## config.mk

```make
export PLATFORM = sky130hd
export DESIGN_NAME = bit_serial_adder_flat
export DESIGN_NICKNAME = d
export VERILOG_FILES = /design/src/rtl/bit_serial_adder_if.sv /design/src/rtl/bit_serial_adder.sv /design/src/flat_wrapper.sv
export SDC_FILE = /design/constraint.sdc
export NUM_CORES = 1
export LEC_CHECK = 0
export CELL_PAD_IN_SITES_DETAIL_PLACEMENT = 0
export CELL_PAD_IN_SITES_GLOBAL_PLACEMENT = 1
export CORE_MARGIN = 4
export CORE_UTILIZATION = 49
export DETAILED_ROUTE_END_ITERATION = 8
export DONT_BUFFER_PORTS = 1
export HOLD_SLACK_MARGIN = 0.06
export PLACE_DENSITY_LB_ADDON = 0.1
export RECOVER_POWER = 50
export SYNTH_ARGS = -nofsm -noshare
export SYNTH_HDL_FRONTEND = slang
export SYNTH_SLANG_ARGS = --single-unit
```

## constraint.sdc

```tcl
create_clock -name clk -period 2.1 [get_ports clk]
set_input_delay 0.42 -clock clk [delete_from_list [all_inputs] [get_ports clk]]
set_output_delay 0.42 -clock clk [all_outputs]
set_load 0.005 [all_outputs]
```

## src/rtl/bit_serial_adder_if.sv

```systemverilog
// Request/result bundle for the bit-serial adder: operands and start in,
// busy/done status and registered sum out.
interface bit_serial_adder_if #(
   parameter int unsigned WIDTH = 8
);
   logic             start;
   logic [WIDTH-1:0] a;
   logic [WIDTH-1:0] b;
   logic             cin;
   logic             busy;
   logic             done;
   logic [WIDTH-1:0] z;
   logic             cout;
   logic             ovf;

   modport master (
      output start, a, b, cin,
      input  busy, done, z, cout, ovf
   );

   modport slave (
      input  start, a, b, cin,
      output busy, done, z, cout, ovf
   );
endinterface

```

## src/rtl/bit_serial_adder.sv

```systemverilog
// Multi-bit adder that reuses a single full-adder slice, one bit per cycle,
// LSB first, with the ripple carry held in a flip-flop between bits.
module bit_serial_adder #(
   parameter int unsigned WIDTH = 8
) (
   input  logic               clk,
   input  logic               rst,
   bit_serial_adder_if.slave  bus
);
   localparam int unsigned CW = (WIDTH > 2) ? $clog2(WIDTH) : 1;
   localparam logic [CW-1:0] LAST = CW'(WIDTH - 1);

   typedef enum logic [1:0] {
      IDLE = 2'd0,
      RUN  = 2'd1,
      DONE = 2'd2
   } state_t;

   state_t           state_q;
   state_t           state_nx;
   logic [CW-1:0]    cnt_q;
   logic [WIDTH-1:0] a_sh_q;
   logic [WIDTH-1:0] b_sh_q;
   logic [WIDTH-1:0] res_q;
   logic             carry_q;

   logic             load_c;
   logic             step_c;
   logic             finish_c;
   logic             sum_c;
   logic             co_c;

   // Full-adder slice fed from the operand LSBs and the carry flip-flop.
   assign sum_c = a_sh_q[0] ^ b_sh_q[0] ^ carry_q;
   assign co_c  = (a_sh_q[0] & b_sh_q[0]) | (carry_q & (a_sh_q[0] ^ b_sh_q[0]));

   always_ff @(posedge clk) begin
      if (rst) state_q <= IDLE;
      else     state_q <= state_nx;
   end

   always_comb begin
      state_nx = state_q;
      case (state_q)
         IDLE:    if (bus.start) state_nx = RUN;
         RUN:     if (cnt_q == LAST) state_nx = DONE;
         DONE:    state_nx = IDLE;
         default: state_nx = IDLE;
      endcase
   end

   always_comb begin
      load_c   = 1'b0;
      step_c   = 1'b0;
      finish_c = 1'b0;
      case (state_q)
         IDLE: load_c = bus.start;
         RUN: begin
            step_c   = 1'b1;
            finish_c = (cnt_q == LAST);
         end
         default: ;
      endcase
   end

   // Operand/result shift registers, carry, bit counter and output latches.
   always_ff @(posedge clk) begin
      if (rst) begin
         a_sh_q   <= '0;
         b_sh_q   <= '0;
         res_q    <= '0;
         carry_q  <= 1'b0;
         cnt_q    <= '0;
         bus.z    <= '0;
         bus.cout <= 1'b0;
         bus.ovf  <= 1'b0;
      end else if (load_c) begin
         a_sh_q  <= bus.a;
         b_sh_q  <= bus.b;
         carry_q <= bus.cin;
         cnt_q   <= '0;
      end else if (step_c) begin
         a_sh_q  <= a_sh_q >> 1;
         b_sh_q  <= b_sh_q >> 1;
         res_q   <= {sum_c, res_q[WIDTH-1:1]};
         carry_q <= co_c;
         cnt_q   <= cnt_q + CW'(1);
         if (finish_c) begin
            // carry_q is still the carry into the MSB on this edge.
            bus.z    <= {sum_c, res_q[WIDTH-1:1]};
            bus.cout <= co_c;
            bus.ovf  <= carry_q ^ co_c;
         end
      end
   end

   // Status flags registered from the next state so they align with it.
   always_ff @(posedge clk) begin
      if (rst) begin
         bus.busy <= 1'b0;
         bus.done <= 1'b0;
      end else begin
         bus.busy <= (state_nx != IDLE);
         bus.done <= (state_nx == DONE);
      end
   end
endmodule

```

## src/flat_wrapper.sv

```systemverilog
// flat-port wrapper written by rule: the top's interface ports become plain ports
module bit_serial_adder_flat 
#(
   parameter int unsigned WIDTH = 8
)
  (clk, rst, bus_start, bus_a, bus_b, bus_cin, bus_busy, bus_done, bus_z, bus_cout, bus_ovf);
  bit_serial_adder_if #(.WIDTH(WIDTH)) bus_i ();
  input  logic clk;
  input  logic rst;
  input wire logic [$bits(bus_i.start)-1:0] bus_start;
  input wire logic [$bits(bus_i.a)-1:0] bus_a;
  input wire logic [$bits(bus_i.b)-1:0] bus_b;
  input wire logic [$bits(bus_i.cin)-1:0] bus_cin;
  output wire logic [$bits(bus_i.busy)-1:0] bus_busy;
  output wire logic [$bits(bus_i.done)-1:0] bus_done;
  output wire logic [$bits(bus_i.z)-1:0] bus_z;
  output wire logic [$bits(bus_i.cout)-1:0] bus_cout;
  output wire logic [$bits(bus_i.ovf)-1:0] bus_ovf;
  assign bus_i.start = bus_start;
  assign bus_i.a = bus_a;
  assign bus_i.b = bus_b;
  assign bus_i.cin = bus_cin;
  assign bus_busy = bus_i.busy;
  assign bus_done = bus_i.done;
  assign bus_z = bus_i.z;
  assign bus_cout = bus_i.cout;
  assign bus_ovf = bus_i.ovf;
  bit_serial_adder #(.WIDTH(WIDTH)) u_core (.clk(clk), .rst(rst), .bus(bus_i));
endmodule
```

* After elaboration in Yosys (flattened, before gate mapping)
Index checks and enable logic that the tools add are counted.
** Word-level totals
- Register bits after elaboration :: 42
- Bits in latches :: 0
- RAM bits :: 0
- Memory bits (read-only) :: 0
- Input port bits :: 20
- Output and inout bits :: 12
- Word-level logic and storage cells :: 40
- Memories kept :: 0
** Cells by class
- Add/sub/neg operators :: 1
- $mul :: 0
- Divide/modulo/power cells :: 0
- Order comparisons :: 0
- Eq/ne operators :: 3
- Shifts and indexed selects :: 0
- Muxes and demuxes :: 12
- Bitwise gates (word level) :: 7
- Reduce and logical (&&, ||, !) cells :: 6
** Operators with widths (count)
- $mux W8 :: 4
- $mux W1 :: 5
- $mux W2 :: 2
- $pmux W2 S2 :: 1
- $reduce_bool A2 Y1 :: 2
- $add A3 B1 Y3 const B :: 1
- $eq A3 B3 Y1 const B :: 1
- $reduce_and A3 Y1 :: 1
- $xor A1 B1 Y1 :: 3
- $and A1 B1 Y1 :: 2
- $eq A2 B1 Y1 const B :: 1
- $eq A2 B2 Y1 const B :: 1
- $logic_not A2 Y1 :: 1
- $reduce_and A2 Y1 :: 1
- $reduce_or A2 Y1 :: 1
- $not A1 Y1 :: 1
- $or A1 B1 Y1 :: 1

* Logic depth before layout (Yosys ltp)
Gate-level depths: netlist of the first run.
- Depth after elaboration :: 5
- Gate-level depth with buffers :: 6
- Gate-level depth less buffers :: 5

* Worst setup path before layout of the first run
No wires, ideal clock.
- Path type :: flip-flop to flip-flop
- From :: register u_core.state_q[0]
- To :: register u_core.carry_q
- Setup time :: 0.133 ns
- Arrival time :: 1.153 ns
- Path slack :: 0.814 ns
- Cell stages (with the launch flop) :: 5
- Period minus slack after synthesis :: 1.286 ns
- Cells stage by stage :: dfxtp_1 -> clkbuf_2 -> or3b_2 -> a21oi_1 -> nor3_1
** On the way
- Cells in the longest elaborated chain, start to end :: 3
- Elaborated cells between the ends (all ways) :: 6
- Those cells by class :: 1 x eq/ne; 3 x mux; 2 x reduce/logical
** Ends and longest elaborated chain
- start, declared :: RTL line bit_serial_adder.sv:19 : state_t state_q;
- start signal, assigned :: RTL line bit_serial_adder.sv:39 : else state_q <= state_nx;
- $eq A2 B1 Y1 or $logic_not A2 Y1 (tied branches) :: RTL line bit_serial_adder.sv:56 : case (state_q)
- $mux W1 :: RTL line bit_serial_adder.sv:56
- $reduce_bool A2 Y1 (no source line) or $mux W1 (tied branches)
- end signal, assigned :: RTL line bit_serial_adder.sv:80 : carry_q <= bus.cin;
- end signal, assigned :: RTL line bit_serial_adder.sv:86 : carry_q <= co_c;
- end, declared :: RTL line bit_serial_adder.sv:25 : logic carry_q;
Parallel ways exist; a longest one is shown, timed or not.
A chain may end at the register's enable or synchronous reset.

* Worst setup path after layout of the first run
- From :: register u_core.state_q[0]
- To :: register u_core.b_sh_q[4]
** On the way
- Cells in the longest elaborated chain, start to end :: 3
- Elaborated cells between the ends (all ways) :: 6
- Those cells by class :: 1 x eq/ne; 3 x mux; 2 x reduce/logical
** Ends and longest elaborated chain
- $eq A2 B1 Y1 or $logic_not A2 Y1 (tied branches) :: RTL line bit_serial_adder.sv:56
- $mux W1 :: RTL line bit_serial_adder.sv:56
- $reduce_bool A2 Y1 (no source line) or $mux W8 (tied branches)
- end signal, assigned :: RTL line bit_serial_adder.sv:79 : b_sh_q <= bus.b;
- end signal, assigned :: RTL line bit_serial_adder.sv:84 : b_sh_q <= b_sh_q >> 1;
- end, declared :: RTL line bit_serial_adder.sv:23 : logic [WIDTH-1:0] b_sh_q;
Parallel ways exist; a longest one is shown, timed or not.

==> impl_metrics.ini, run 1 <==
[status]
status = complete, no violations

[placement]
hpwl_um = 2124
numPortBuffers = 0
gp_congestion = 0.7298

[final_layout]
nets = 215
seq_area_um2 = 820.8
fill_cells = 354
multiInputGateArea_um2 = 769.5
drive_gt1_frac = 0.07813
final_common_cell = nand2_1
final_util = 0.5201
antenna_cells = 0
syn2layout_area_growth_pct = 2.286
layout_common_cells = nand2_1 (46), dfxtp_1 (41), a21oi_1 (32)

[cts]
post_cts_resized = 0
path_clk_slew_ns = 0.11
cts.sinks = 41
ctsHoldBuffers = 0
cts-root-buf = clkbuf_4
cts_tree = yes
clk_latency_ns = 0.34
cts_buffers = 5
clk_path_buf_depth = 2
cts_htree_levels = 2
post_cts_buffers = 0

[power]
combPwrFrac = 0.092
powerDensity_nw_per_um2 = 838.3
internal-power_mw = 1.117
power_switching_mw = 0.3379
pwr-share-seq = 0.578
p_clk_frac = 0.330
p_leak_nw = 0.6150
irDropWorstVdd_uv = 378.7
p_sw_frac = 0.2323

[yosys]
seq_area_frac_synth = 0.4838
synth_fp_nets = 221
synth_top_area_frac = 0.4838
yosys.area_share.simple = 0.2426
synth.cell_area_um2 = 1697
synth_compound_area_frac = 0.1622
synth_top_family_by_area = simple AND/OR/NAND/NOR gates
avgSynthCellArea_um2 = 8.569
yosys_warnings = 0
ys_ff_latch = 41
synth-main-ff-cell = dfxtp_1
synthTopCellsByArea = dfxtp_1 (48%), nand2_1 (10%), a21oi_1 (9.4%), a211oi_1 (4.9%), nor2_1 (4.2%)
synthArstFlopShare = 0
synth_top_area_cell = dfxtp_1
synth_edf_count = 0
synth_cell_type_count = 27
synthMuxAreaShare = 0.01180
synth_fa_ha_area_frac = 0.02655
syn_inst = 198
synth_xor_xnor_area_share = 0.01032

[floorplan]
coreArea_um2 = 3337
start_util = 0.5084
die_area_um2 = 4468
row_count = 21
die_y_um = 66.85
die_w_um = 66.85
io_pins = 32

[timing]
rsz0062_at_grt = false
tightest_slew_ns = 0.6076
skew_ns = 0.007785
min_period_ns = 1.579
finalSetupViolCount = 0
fmax_ghz = 0.6335
finalHoldViolations = 0
timing.final.crit_share = 0.7517
fin_setup_tns_ns = 0
slew_headroom = 0.5945
slew_viol_final = 0

[route]
vias_per_cell = 5.429
drt-pass1-iter-count = 4
drt_iter0_drc = 102
remaining_drc_errors = 0
drt-total-wl_um = 3199
dr_total_vias = 1292
wire_per_inst_um = 13.44
ant_nets = 0

[grt]
grt-ovfl-total = 0
grt_use_total = 0.1531
grt_start_max_net_pins = 42
antenna_found_initial = 0
grt_pass1_vias = 1121
grt_pass1_wl_um = 5209

[worst_setup_path]
worstSetupPathType = flip-flop to flip-flop
cp-end-kind = flip-flop
crit_required_ns = 2.35
worstPathMaxFanout = 15
crit_path_start_kind = flip-flop
arrival_ns = 1.83

[flow_run]
maxCapViolCount = 0

[hold_path]
holdCritPathClass = primary input to flip-flop
## layout make-up
cell class / instances / share of cell area
clock buffer: 5 / 0.02163
multi-input combinational: 142 / 0.4434
tap: 46 / 0.03317
sequential: 41 / 0.4730
clock inverter: 2 / 0.02019
timing repair buffer: 2 / 0.008652
## kinds of logic after synthesis
logic type / Yosys count
XOR/XNOR: 2
multiplexers: 2
adder cells (fa/ha/maj): 3
AO/OA/AOI/OAI: 46
buffers and inverters: 15
AND/OR/NAND/NOR: 89
flip-flops: 41
## worst max-delay path, cell delays in order, from the launching register on
cell and delay [ns]:
dfxtp_1 0.62, or3b_1 0.53, nor2_1 0.10, a311oi_2 0.24
## path summary, 6_finish.rpt
path	startpoint	endpoint	slack (ns)	cells past startpoint
hold reg to reg	u_core.a_sh_q[4]$_SDFFE_PP0P_	u_core.a_sh_q[3]$_SDFFE_PP0P_	0.45	2
setup / recovery	u_core.state_q[0]$_SDFF_PP0_	u_core.b_sh_q[4]$_SDFFE_PP0P_	0.52	3
setup reg to reg	u_core.state_q[0]$_SDFF_PP0_	u_core.b_sh_q[4]$_SDFFE_PP0P_	0.52	3
hold / removal	rst	u_core.bus.busy$_SDFF_PP0_	0.13	1
## metal layers
metal / vias to the layer above / wire length, um / global-route usage
li1: 653 / - / -
met1: 603 / 1497 / 0.2092
met4: 0 / 14 / 0.04569
met3: 2 / 212 / 0.05902
met5: - / 0 / 0
met2: 34 / 1474 / 0.2215
## flip-flops by register name, summed over array words and instances, names as in the netlist
register,flops
u_core.bus.cout,1
u_core.state_q,2
u_core.carry_q,1
u_core.bus.ovf,1
u_core.res_q,7
u_core.bus.busy,1
u_core.bus.done,1
u_core.cnt_q,3
u_core.b_sh_q,8
u_core.a_sh_q,8
u_core.bus.z,8
## synthesized netlist by cell type (2+ instances only)
master,count
buf_4,3
ha_1,2
nand2b_1,5
nor2_1,19
nor3_1,7
dfxtp_1,41
mux2i_1,2
a21oi_1,32
nand2_1,46
buf_6,3
a211oi_1,11
nor2b_1,2
or3b_2,4
xnor2_1,2
buf_2,3
nand3_1,2
clkbuf_1,4
## power groups by stage
stage          clock (mW)  sequential, mW  combinational [mW]
2_1_floorplan           0           0.850               0.138
3_3_place_gp            0           0.857               0.131
6_report            0.481           0.841               0.133
5_1_grt             0.529           0.846               0.152
4_1_cts             0.501           0.841               0.136
3_5_place_dp            0           0.858               0.135
## metrics by stage
step	cells	hold WS [ns]	setup WS (ns)	cell area, um2	total power, mW
2_1_floorplan	198	0.4321	0.8142	1697	0.9874
3_3_place_gp	231	0.4364	0.6084	1663	0.9883
3_5_place_dp	231	0.4440	0.5463	1663	0.9933
4_1_cts	238	0.1115	0.4818	1735	1.478
5_1_grt	238	0.09685	0.3419	1735	1.528
6_report	238	0.1329	0.5214	1735	1.455
Power figures use the tool's default switching activity.
==> run 2: changes to the inputs <==
--- a/config.mk
+++ b/config.mk
@@ -8,7 +8,7 @@
 export CELL_PAD_IN_SITES_DETAIL_PLACEMENT = 0
 export CELL_PAD_IN_SITES_GLOBAL_PLACEMENT = 1
 export CORE_MARGIN = 4
-export CORE_UTILIZATION = 49
+export CORE_UTILIZATION = 45
 export DETAILED_ROUTE_END_ITERATION = 8
 export DONT_BUFFER_PORTS = 1
 export HOLD_SLACK_MARGIN = 0.06
==> constraint.sdc (replaced) <==
create_clock -name clk -period 1.6 [get_ports clk]
set_input_delay 0.32 -clock clk [delete_from_list [all_inputs] [get_ports clk]]
set_output_delay 0.32 -clock clk [all_outputs]
set_load 0.005 [all_outputs]
==> impl_metrics.ini, run 2 (synthesis gave the netlist of run 1 again) <==
[status]
status = complete, no violations

[worst_setup_path]
arrival_ns = 1.67
cp-end-kind = flip-flop
worstReg2RegEnd = u_core.bus.ovf$_SDFFE_PP0P_
worstRegToRegCells = 5
worstPathCellList = ha_1 > ha_1 > and3b_1 > nor2_1 > a211oi_1
crit_path_max_incr_delay_ns = 0.40
cp_slowest_cell = and3b_1
ff2ff_setup_slack_ns = 0.14
worstSetupPathType = flip-flop to flip-flop
reg2reg_from = u_core.cnt_q[0]$_SDFFE_PP0N_
crit_path_start_kind = flip-flop
endpoint = u_core.bus.ovf$_SDFFE_PP0P_
cp_common_cell = ha_1
startpoint = u_core.cnt_q[0]$_SDFFE_PP0N_
worstPathMaxFanout = 11
crit_required_ns = 1.81

[placement]
place_area_um2 = 1718
gp_congestion = 0.7222
hpwl_um = 2219
numPortBuffers = 0

[route]
wire_per_inst_um = 13.22
dr_total_vias = 1269
remaining_drc_errors = 0
drt_iter0_drc = 91
vias_per_cell = 5.117
drt-total-wl_um = 3278
ant_nets = 0
drt-pass1-iter-count = 4

[timing]
fin_setup_tns_ns = 0
fmax_ghz = 0.6852
timing.final.crit_share = 0.9122
fin_hold_ws_ns = 0.09149
tightest_slew_ns = 0.4453
rsz0062_at_grt = false
slew_headroom = 0.7022
finalSetupViolCount = 0
finalHoldViolations = 0
min_period_ns = 1.460
skew_ns = 0.001939
slew_viol_final = 0

[flow_run]
maxCapViolCount = 0

[floorplan]
die_w_um = 69.40
start_util = 0.4634
io_pins = 32
coreArea_um2 = 3661
die_area_um2 = 4816
die_y_um = 69.40
row_count = 22

[final_layout]
antenna_cells = 0
nets = 222
stdcell_area_um2 = 1792
drive_gt1_frac = 0.1100
fill_cells = 370
final_common_cell = nand2_1
final_util = 0.4894
syn2layout_area_growth_pct = 5.605
layout_common_cells = nand2_1 (46), dfxtp_1 (41), a21oi_1 (32)
reg_top3 = u_core.a_sh_q: 8 flops, u_core.b_sh_q: 8 flops, u_core.bus.z: 8 flops

[grt]
grt_pass1_wl_um = 5568
antenna_found_initial = 0
grt-ovfl-total = 0
grt_pass1_vias = 1208
grt_start_max_net_pins = 42
grt_use_total = 0.1419

[cts]
ctsHoldBuffers = 0
cts_buffers = 5
post_cts_resized = 0
cts-root-buf = clkbuf_8
clk_path_buf_depth = 2
path_clk_slew_ns = 0.07
post_cts_buffers = 0
clk_latency_ns = 0.29
cts_tree = yes
cts_htree_levels = 2
cts.sinks = 41

[power]
p_leak_nw = 0.6456
irDropWorstVdd_uv = 500.3
powerDensity_nw_per_um2 = 1080

[hold_path]
holdCritPathClass = primary input to flip-flop
hold_path_depth = 1
run 2: cell types whose count changed in the layout (fill, tap and decap cells not counted):
cell / before / now
clkinv_2: 1 / 2
o21ba_1: 1 / 0
clkbuf_4: 5 / 0
buf_4: 2 / 6
clkbuf_1: 0 / 2
clkbuf_2: 0 / 2
o21ba_2: 0 / 1
bufinv_16: 1 / 0
clkbuf_8: 0 / 5
run 2: how the worst min path moves through the flow:
| stage | to | from |
|---|---|---|
| floorplan | u_core.bus.busy$_SDFF_PP0_ | rst |
| global placement | u_core.bus.z[0]$_SDFFE_PP0P_ | rst |
| detailed placement | u_core.bus.z[7]$_SDFFE_PP0P_ | rst |
| CTS | u_core.bus.z[7]$_SDFFE_PP0P_ | rst |
| global route | u_core.bus.z[4]$_SDFFE_PP0P_ | rst |
| finish | u_core.bus.z[7]$_SDFFE_PP0P_ | rst |
run 2: worst max-delay path: cells and delay by family (launching register included):
family | cells | cell delay [ns]
AO/OA/AOI/OAI | 1 | 0.20
adder cells (fa/ha/maj) | 2 | 0.35
flip-flops | 1 | 0.36
AND/OR/NAND/NOR | 2 | 0.47
run 2: where the power goes:
group	leakage (nW)	switching, mW	total, mW	internal, mW
registers	0.335	0.0311	1.10	1.07
clock network	0.0450	0.339	0.641	0.302
logic	0.266	0.104	0.194	0.0901
run 2: per-stage QoR:
step                      instances  total power, mW  setup slack (ns)
after global placement          240            1.318            0.2268
after detailed placement        240            1.322            0.1498
final                           248            1.935            0.1405
after CTS                       248            1.971            0.1460
after global routing            248            2.037           0.03602
after floorplan                 198            1.296            0.3142
run 2: layout make-up:
cell class,count,area [um2],share of cell area
well taps,48,60.06,0.03352
repair buffers,9,58.81,0.03282
clock inverters,2,10.01,0.005587
clock buffers,6,72.57,0.04050
flip-flops and latches,41,820.8,0.4581
multi-input cells,142,769.5,0.4295
run 2: metal layers:
metal / up-vias / track usage / wire, um
li1: 667 / - / -
met3: 4 / 0.05797 / 197
met1: 572 / 0.1846 / 1635
met4: 0 / 0.05206 / 29
met5: - / 0 / 0
met2: 26 / 0.2108 / 1416
==> run 3: changes to the inputs <==
==> constraint.sdc (replaced) <==
create_clock -name clk -period 1.5 [get_ports clk]
set_input_delay 0.3 -clock clk [delete_from_list [all_inputs] [get_ports clk]]
set_output_delay 0.3 -clock clk [all_outputs]
set_load 0.005 [all_outputs]
==> impl_metrics.ini, run 3 (synthesis gave the netlist of run 1 again) <==
[status]
status = complete, no violations

[timing]
finalSetupViolCount = 0
fmax_ghz = 0.7123
tightest_slew_ns = 0.5982
fin_setup_tns_ns = 0
fin_hold_ws_ns = 0.07017
slew_viol_final = 0
min_period_ns = 1.404
finalHoldViolations = 0
skew_ns = 0.008338
slew_headroom = 0.5999
rsz0062_at_grt = false
timing.final.crit_share = 0.9359

[placement]
gp_congestion = 0.7285
hpwl_um = 2267
dp.cells = 239
numPortBuffers = 0

[power]
irDropWorstVdd_uv = 702.9
p_leak_nw = 0.6852
powerDensity_nw_per_um2 = 1232

[hold_path]
hold_path_depth = 1
min_from = rst
holdCritPathClass = primary input to flip-flop
hold-path-endpoint = u_core.a_sh_q[0]$_SDFFE_PP0P_

[floorplan]
die_w_um = 69.40
io_pins = 32
die_y_um = 69.40
coreArea_um2 = 3661
die_area_um2 = 4816
row_count = 22
start_util = 0.4634

[final_layout]
fill_cells = 362
seq_area_um2 = 822.0
final_util = 0.5208
final_common_cell = nand2_1
layout_common_cells = nand2_1 (46), dfxtp_1 (40), a21oi_1 (32)
syn2layout_area_growth_pct = 12.39
multiInputGateArea_um2 = 773.2
reg_top3 = u_core.a_sh_q: 8 flops, u_core.b_sh_q: 8 flops, u_core.bus.z: 8 flops
nets = 227
drive_gt1_frac = 0.1317
stdcell_count = 253
antenna_cells = 0

[route]
drt-pass1-iter-count = 4
drt-total-wl_um = 3739
dr_total_vias = 1323
ant_nets = 0
drt_iter0_drc = 85
vias_per_cell = 5.229
wire_per_inst_um = 14.78
remaining_drc_errors = 0

[worst_setup_path]
cp_slowest_cell = or3b_2
ff2ff_setup_slack_ns = 0.1
worstPathCellList = buf_4 > or3b_2 > a21oi_1 > nor3_1
crit_required_ns = 1.66
worstPathMaxFanout = 8
crit_path_start_kind = flip-flop
reg2reg_from = u_core.state_q[0]$_SDFF_PP0_
worstSetupPathType = flip-flop to flip-flop
worstRegToRegCells = 4
worstReg2RegEnd = u_core.carry_q$_SDFFE_PP0P_
cp-end-kind = flip-flop
crit_path_max_incr_delay_ns = 0.46
arrival_ns = 1.57

[cts]
cts_buffers = 5
cts-root-buf = clkbuf_8
clk_path_buf_depth = 2
cts_htree_levels = 2
cts_tree = yes
path_clk_slew_ns = 0.08
cts.sinks = 41
clk_latency_ns = 0.30

[grt]
grt_start_max_net_pins = 23
grt_pass1_vias = 1218
grt-ovfl-total = 0
antenna_found_initial = 0
grt_pass1_wl_um = 5899
grt_use_total = 0.1553

[flow_run]
maxCapViolCount = 0
-- run 3: how the worst max path moves through the flow --
stage | end | start | slack (ns)
after global routing | u_core.bus.ovf$_SDFFE_PP0P_ | u_core.cnt_q[1]$_SDFFE_PP0N_ | 0.004
after CTS | u_core.bus.ovf$_SDFFE_PP0P_ | u_core.cnt_q[0]$_SDFFE_PP0N_ | 0.03
after detailed placement | u_core.bus.ovf$_SDFFE_PP0P_ | u_core.cnt_q[0]$_SDFFE_PP0N_ | 0.05
final | u_core.carry_q$_SDFFE_PP0P_ | u_core.state_q[0]$_SDFF_PP0_ | 0.1
after floorplan | u_core.carry_q$_SDFFE_PP0P_ | u_core.state_q[0]$_SDFF_PP0_ | 0.21
after global placement | u_core.bus.ovf$_SDFFE_PP0P_ | u_core.cnt_q[0]$_SDFFE_PP0N_ | 0.12
-- run 3: final cells by class --
type / instances / area share
flip-flops and latches: 41 / 0.4311
multi-input cells: 142 / 0.4055
repair buffers: 14 / 0.06890
clock buffers: 6 / 0.04331
well taps: 48 / 0.03150
clock inverters: 2 / 0.01969
-- run 3: worst max-delay path: cells and delay by family, from the launching register on --
kind,cells,cell delay [ns]
buffers and inverters,1,0.19
AO/OA/AOI/OAI,1,0.17
flip-flops,1,0.38
AND/OR/NAND/NOR,2,0.53
-- run 3: power breakdown --
group / switching, mW / internal, mW / leakage (nW)
logic: 0.132 / 0.113 / 0.292
registers: 0.0342 / 1.14 / 0.335
clock network: 0.390 / 0.541 / 0.0574
total: 0.556 / 1.79 / 0.685
-- run 3: stage by stage --
step,setup WS (ns),cell area (um2),total power [mW]
3_3_place_gp,0.1220,1723,1.408
6_report,0.09617,1907,2.350
4_1_cts,0.02860,1873,2.361
5_1_grt,0.004236,1907,2.452
3_5_place_dp,0.04627,1723,1.414
2_1_floorplan,0.2142,1697,1.382
-- run 3: metal layers --
layer / part of all wire / wire (um) / up-vias / track usage
met5: 0 / 0 / - / 0
met4: 0.018 / 66 / 0 / 0.07158
met3: 0.048 / 180 / 7 / 0.06377
met2: 0.45 / 1695 / 27 / 0.2288
met1: 0.48 / 1797 / 616 / 0.1971
li1: - / - / 673 / -
-- run 3: repair_timing --
action | CTS | global route
hold buffers | 3 | 2
resized for setup | 0 | 4
setup endpoints to repair | 0 | 11
setup buffers | 0 | 1
endpoints found under the hold margin | 16 | 12
